File: config.mk
export PLATFORM = sky130hd
export DESIGN_NAME = spu_ls_access
export DESIGN_NICKNAME = d
export VERILOG_FILES = /design/src/rtl/spu_ls_pkg.sv /design/src/rtl/spu_ea_calc.sv /design/src/rtl/spu_ls_access.sv
export SDC_FILE = /design/constraint.sdc
export NUM_CORES = 1
export LEC_CHECK = 0
export CORE_AREA = 2 2 255 257
export DETAILED_ROUTE_END_ITERATION = 8
export DIE_AREA = 0 0 257 259
export PLACE_DENSITY = 0.48
export REMOVE_ABC_BUFFERS = 1
export SETUP_SLACK_MARGIN = 0.2
export SKIP_LAST_GASP = 1
export SYNTH_ARGS = -nofsm -noshare
export SYNTH_HDL_FRONTEND = slang
export SYNTH_SLANG_ARGS = --single-unit
File: constraint.sdc
create_clock -name clk -period 15.66 [get_ports clk]
set_input_delay 3.132 -clock clk [delete_from_list [all_inputs] [get_ports clk]]
set_output_delay 3.132 -clock clk [all_outputs]
set_load 0.01 [all_outputs]
File: src/rtl/spu_ls_pkg.sv
// Shared types and widths for the SPU load/store access stage.
// The address helper is shared with instruction fetch.
package spu_ls_pkg;

    localparam int QWORD_W   = 128;
    localparam int ADDR_W    = 32;
    localparam int QSHIFT    = 4;
    localparam int DEF_TAG_W = 7;

    typedef enum logic [1:0] {
        IDLE,
        ISSUE,
        WAIT,
        RESP
    } ls_state_t;

    typedef struct packed {
        logic                 is_store;
        logic [ADDR_W-1:0]    ea;
        logic [QWORD_W-1:0]   data;
        logic [DEF_TAG_W-1:0] tag;
    } ls_req_t;

endpackage

File: src/rtl/spu_ea_calc.sv
// Effective address calculation: wrapping add, quadword alignment and
// local-store range check. Purely combinational.
module spu_ea_calc
    import spu_ls_pkg::*;
#(
    parameter int LS_QWORDS = 2000
) (
    input  logic [ADDR_W-1:0]        i_base,
    input  logic [ADDR_W-1:0]        i_offset,
    output logic [ADDR_W-1:0]        o_ea,
    output logic [ADDR_W-QSHIFT-1:0] o_qidx,
    output logic                     o_err
);

    localparam logic [ADDR_W-1:0]        ALIGN_MASK = ~ADDR_W'((1 << QSHIFT) - 1);
    localparam logic [ADDR_W-QSHIFT-1:0] QIDX_LIMIT = (ADDR_W-QSHIFT)'(LS_QWORDS);

    logic [ADDR_W-1:0] w_sum;

    // Carry out of the add is intentionally dropped so addresses wrap.
    assign w_sum  = i_base + i_offset;
    assign o_ea   = w_sum & ALIGN_MASK;
    assign o_qidx = w_sum[ADDR_W-1:QSHIFT];
    assign o_err  = (o_qidx >= QIDX_LIMIT);

endmodule

File: src/rtl/spu_ls_access.sv
// Load/store access stage feeding the quadword local store: one request at a
// time, single-cycle memory strobes, tagged response with backpressure.
module spu_ls_access
    import spu_ls_pkg::*;
#(
    parameter int LS_QWORDS = 2000,
    parameter int TAG_W     = DEF_TAG_W
) (
    input  logic               clk,
    input  logic               rst,
    input  logic               req_valid,
    output logic               req_ready,
    input  logic               req_is_store,
    input  logic [31:0]        req_base,
    input  logic [31:0]        req_offset,
    input  logic [127:0]       req_data,
    input  logic [TAG_W-1:0]   req_tag,
    output logic               resp_valid,
    input  logic               resp_ready,
    output logic [TAG_W-1:0]   resp_tag,
    output logic [127:0]       resp_data,
    output logic               resp_is_store,
    output logic               resp_err,
    output logic [15:0]        err_count,
    output logic [31:0]        mem_address,
    output logic [127:0]       mem_writeData,
    output logic               mem_write,
    output logic               mem_read,
    input  logic [127:0]       mem_readData
);

    ls_state_t            r_state;
    ls_state_t            w_next;
    ls_req_t              r_req;
    logic                 r_err;
    logic [15:0]          r_err_count;
    logic [TAG_W-1:0]     r_resp_tag;
    logic [QWORD_W-1:0]   r_resp_data;
    logic                 r_resp_is_store;
    logic                 r_resp_err;

    logic [ADDR_W-1:0]        w_ea;
    logic [ADDR_W-QSHIFT-1:0] w_qidx;
    logic                     w_err;
    logic                     w_unused_qidx;

    spu_ea_calc #(
        .LS_QWORDS (LS_QWORDS)
    ) u_ea_calc (
        .i_base   (req_base),
        .i_offset (req_offset),
        .o_ea     (w_ea),
        .o_qidx   (w_qidx),
        .o_err    (w_err)
    );

    // The index is only needed by fetch; here the aligned ea carries it.
    assign w_unused_qidx = ^w_qidx;

    // Strobes come from the state register so reset kills them asynchronously.
    always_comb begin
        w_next    = r_state;
        mem_write = 1'b0;
        mem_read  = 1'b0;
        case (r_state)
            IDLE: begin
                if (req_valid) w_next = ISSUE;
            end
            ISSUE: begin
                mem_write = r_req.is_store & ~r_err;
                mem_read  = ~r_req.is_store & ~r_err;
                w_next    = (!r_req.is_store && !r_err) ? WAIT : RESP;
            end
            WAIT: begin
                w_next = RESP;
            end
            RESP: begin
                if (resp_ready) w_next = IDLE;
            end
            default: w_next = IDLE;
        endcase
    end

    always_ff @(posedge clk or posedge rst) begin
        if (rst) begin
            r_state         <= IDLE;
            r_req           <= '0;
            r_err           <= 1'b0;
            r_err_count     <= '0;
            r_resp_tag      <= '0;
            r_resp_data     <= '0;
            r_resp_is_store <= 1'b0;
            r_resp_err      <= 1'b0;
        end else begin
            r_state <= w_next;
            case (r_state)
                IDLE: begin
                    if (req_valid) begin
                        r_req.is_store <= req_is_store;
                        r_req.ea       <= w_ea;
                        r_req.data     <= req_data;
                        r_req.tag      <= DEF_TAG_W'(req_tag);
                        r_err          <= w_err;
                    end
                end
                ISSUE: begin
                    if (r_err && r_err_count != 16'hFFFF) r_err_count <= r_err_count + 16'd1;
                    r_resp_tag      <= TAG_W'(r_req.tag);
                    r_resp_is_store <= r_req.is_store;
                    r_resp_err      <= r_err;
                    r_resp_data     <= '0;
                end
                WAIT: begin
                    // Read data is only valid in this one cycle after the strobe.
                    r_resp_data <= mem_readData;
                end
                default: ;
            endcase
        end
    end

    assign req_ready     = (r_state == IDLE) & ~rst;
    assign resp_valid    = (r_state == RESP);
    assign resp_tag      = r_resp_tag;
    assign resp_data     = r_resp_data;
    assign resp_is_store = r_resp_is_store;
    assign resp_err      = r_resp_err;
    assign err_count     = r_err_count;
    assign mem_address   = r_req.ea;
    assign mem_writeData = r_req.data;

endmodule
==> qor.txt <==
Maximum fanout along the worst path: 2
Top cells by area, synth: sky130_fd_sc_hd__dfrtp_1 (53%), sky130_fd_sc_hd__mux2_2 (11%), sky130_fd_sc_hd__buf_4 (8.0%)
Post-layout min period: 7.516 ns
Depth of the CTS H-tree: 2
Path type of the worst setup path: in2out
Post-cts hold buffer count: 0
Layout-stage area growth over the synthesis result: 50.57%
Global-route usage over all layers: 0.1622
Global-route wire length before repair: 81050 um
Post-synthesis async set-or-reset flop share: 1.000
Total number of placement rows: 93
Area share of the largest cell type after synthesis: 0.5322
Nets: 2272
Number of violations reported at the end of detailed-routing iteration 0: 573
Length of routed met2 wiring: 27800 um
Detailed-route via count: 11620
Proportion of synthesized area in mux cells: 0.1138
Die outline height: 259 um
Switching power: 0.001523 W
DIE AREA: 0.06656 mm^2
Actual slew at the worst max-slew pin: 0.9940 ns
Average via count per standard cell: 4.163
Buffer cell driving the clock tree root: sky130_fd_sc_hd__clkbuf_16
Most common flop cell mapped by yosys: sky130_fd_sc_hd__dfrtp_1
Clock Pin Slew Worst Setup and Hold Paths: 0.06 ns
Cell family contributing the most delay on the critical path: buffers and inverters
Worst path required time: 12.53 ns
Final RePlAce weighted congestion: 0.8595
Placeable core region: 0.06388 mm^2
Peak clock frequency supported by timing: 133.1 MHz
Flop pwr share: 0.328
Slew HR: 0.3373
Effective utilization at floorplan: 0.2355
Sink count of the clock tree: 320
Wire length on met1: 20400 um
Simple-gate share of the synthesized area: 0.08116
RSZ-0062 raised after global routing: false
Via count of the first global-routing pass: 12140
Element type at the critical path end: output port
Number of setup violations in the final report: 0
CTS Buf Count: 40
Number of flops mapped to enable cells by yosys: 0
Antenna violations before repair: 18
Outcome: finished, final reports clean
Mean cell area of the mapped netlist: 10.57 um^2
Count of buffers added by post-CTS timing repair for setup: 0
Startpoint types: primary input
Post-DRT Antenna Nets: 0
Worst setup slack after layout: 8.144 ns
Complex-gate fraction of the synthesized area: 0.09330
Worst path most repeated cell: sky130_fd_sc_hd__clkdlybuf4s50_1
Clk network pwr share: 0.226
Count of endpoints failing hold in the final timing report: 0
Chip Width: 257 um
Total I/O pin count: 649
WP data arrival: 4.38 ns
Most common library cell in the layout ignoring fill and taps: sky130_fd_sc_hd__clkdlybuf4s50_1
Max-cap violation count: 0
Max stage delay cell, worst path: sky130_fd_sc_hd__clkdlybuf4s50_1
Cell breakdown of the critical path: clkdlybuf4s50_1 -> nor2b_1 -> clkdlybuf4s50_1
Clk buf depth: 3
Worst setup slack before clock tree synthesis: 8.121 ns
Most frequent cells in the layout: sky130_fd_sc_hd__clkdlybuf4s50_1 (644), sky130_fd_sc_hd__dfrtp_1 (320), sky130_fd_sc_hd__nand2_1 (183)
CP Buf/Inv Count: 2
Final cycle utilization of the critical path: 0.4799
XOR/XNOR share of the synthesized area: 0.01921
Slowest Stage Delay on Critical Path: 0.57 ns
TritonCTS clock tree: done
Post-synthesis cell area: 0.01505 mm^2
Yosys top cell by area: sky130_fd_sc_hd__dfrtp_1
Wire length on met3: 5038 um
Sum of negative setup slack: 0 ns
Synthesized-area fraction occupied by adder cells: 0.02994
WL/cell: 19.65 um
Total of cells resized after clock tree synthesis: 0
Leakage dissipation: 9.299 nW
Final-report max-slew violation count: 0
Post-Route WL: 54870 um
Worst ir drop on vdd: 0.1171 mV
Sequential area share after synthesis: 0.5322
Part of the power in combinational logic: 0.447
Number of buffer cells added on primary ports: 644
Top layer used by detailed routing: met5
Post-synthesis cell count: 1424
Drt first pass iters: 5
Total grt overflow: 0
Switching Share: 0.3457
Warnings from Yosys: 0
Register bit total from synthesis: 320
Half-perimeter wire length after placement: 41760 um
Ratio of cells with drive above 1 in the final layout: 0.1200
DRC violation count after routing: 0
Cell internal pwr: 0.002883 W
Filler Cell Count: 6324
Number of library cell types mapped by synthesis: 57
Maximum number of pins on one net before global-route repair: 114
Insertion delay to the later sink of the worst-skew pair: 0.58 ns
Post-Route Skew: 0.02566 ns
Largest family of logic cells by synthesized area: buffers and inverters
Worst hold path type: reg2reg
Power density over the cells: 194.5 mW/mm^2
-- worst register-to-register path: cells and delay by family, from the launching register on --
family | cells | cell delay (ns)
buf+inv | 2 | 0.91
fa+ha+maj | 1 | 0.64
simple gates | 2 | 1.07
compound gates | 1 | 0.14
flops | 1 | 0.40
-- stage by stage --
stage          total power, W  instances    util  hold slack, ns  instance area, um^2
6_report             0.004406       2792  0.3547          0.4754                22660
2_1_floorplan        0.002254       1210       -          0.4753                13640
4_1_cts              0.004503       2789  0.3545          0.4846                22650
3_5_place_dp         0.003469       2717  0.3324          0.4714                21240
3_3_place_gp         0.003445       2717  0.3324          0.4607                21240
5_1_grt              0.004707       2790  0.3546          0.5039                22650
-- metal layers --
metal | global-route usage | vias to the layer above
met1 | 0.1752 | 5545
met2 | 0.2873 | 438
met5 | 0 | -
met4 | 0.04554 | 22
li1 | - | 5516
met3 | 0.07118 | 102
-- path summary, 6_finish.rpt --
kind,from,to,slack [ns],cells past startpoint
worst min-delay path,mem_address[18]$_DFFE_PP0P_,mem_address[18]$_DFFE_PP0P_,0.48,2
worst max register to register,r_state[1]$_DFFE_PP0P_,resp_data[108]$_DFFE_PP0P_,12.41,6
max in group asynchronous,rst,mem_writeData[47]$_DFFE_PP0P_,10.06,4
min in group asynchronous,rst,resp_data[64]$_DFFE_PP0P_,3.07,2
worst max-delay path,rst,req_ready,8.14,3
worst min register to register,mem_address[18]$_DFFE_PP0P_,mem_address[18]$_DFFE_PP0P_,0.48,2
-- power by group through the flow --
stage	Clock [W]	Combinational [W]	Sequential (W)
6_report	0.000994	0.00197	0.00144
5_1_grt	0.00107	0.00213	0.00150
4_1_cts	0.00104	0.00202	0.00145
3_5_place_dp	0	0.00201	0.00146
3_3_place_gp	0	0.00200	0.00144
2_1_floorplan	0	0.000634	0.00162
-- synth_stat cells (6+ instances only) --
cell	number
sky130_fd_sc_hd__nand4_1	7
sky130_fd_sc_hd__ha_1	36
sky130_fd_sc_hd__mux2_2	152
sky130_fd_sc_hd__buf_4	160
sky130_fd_sc_hd__o21a_1	7
sky130_fd_sc_hd__and3_1	10
sky130_fd_sc_hd__clkbuf_1	53
sky130_fd_sc_hd__or3_1	6
sky130_fd_sc_hd__nor3_1	10
sky130_fd_sc_hd__o21ai_0	163
sky130_fd_sc_hd__dfrtp_1	320
sky130_fd_sc_hd__nand3_1	14
sky130_fd_sc_hd__nor2_1	19
sky130_fd_sc_hd__xor2_1	8
sky130_fd_sc_hd__a21oi_1	26
sky130_fd_sc_hd__inv_1	143
sky130_fd_sc_hd__nand2_1	183
sky130_fd_sc_hd__xnor2_1	25
-- layout make-up --
| type | instances | area (um^2) | area share |
|---|---|---|---|
| sequential | 320 | 8008 | 0.3534 |
| timing repair buffer | 652 | 6506 | 0.2872 |
| multi-input combinational | 747 | 5109 | 0.2255 |
| clock buffer | 57 | 1125 | 0.04965 |
| tap | 855 | 1070 | 0.04722 |
| inverter | 143 | 544.3 | 0.02402 |
| clock inverter | 15 | 287.8 | 0.01270 |
| antenna | 3 | 7.507 | 0.0003313 |
-- sequential cells by signal, indices dropped and copies added (netlist names) --
signal,flops
resp_data,128
r_req,8
r_err,1
resp_is_store,1
mem_writeData,128
resp_err,1
resp_tag,7
mem_address,28
r_state,2
err_count,16
-- kinds of logic (layout without fill, tap and decap cells) --
group / count (synthesis) / after routing
AOI/OAI and AO/OA: 245 / 245
buffers and inverters: 360 / 867
and+or+nand+nor: 277 / 277
muxes: 152 / 152
xor gates and xnor gates: 33 / 33
adders and majority gates: 36 / 36
DFF: 320 / 320
other: 1 / 7
(Power assumes the default switching activity.)
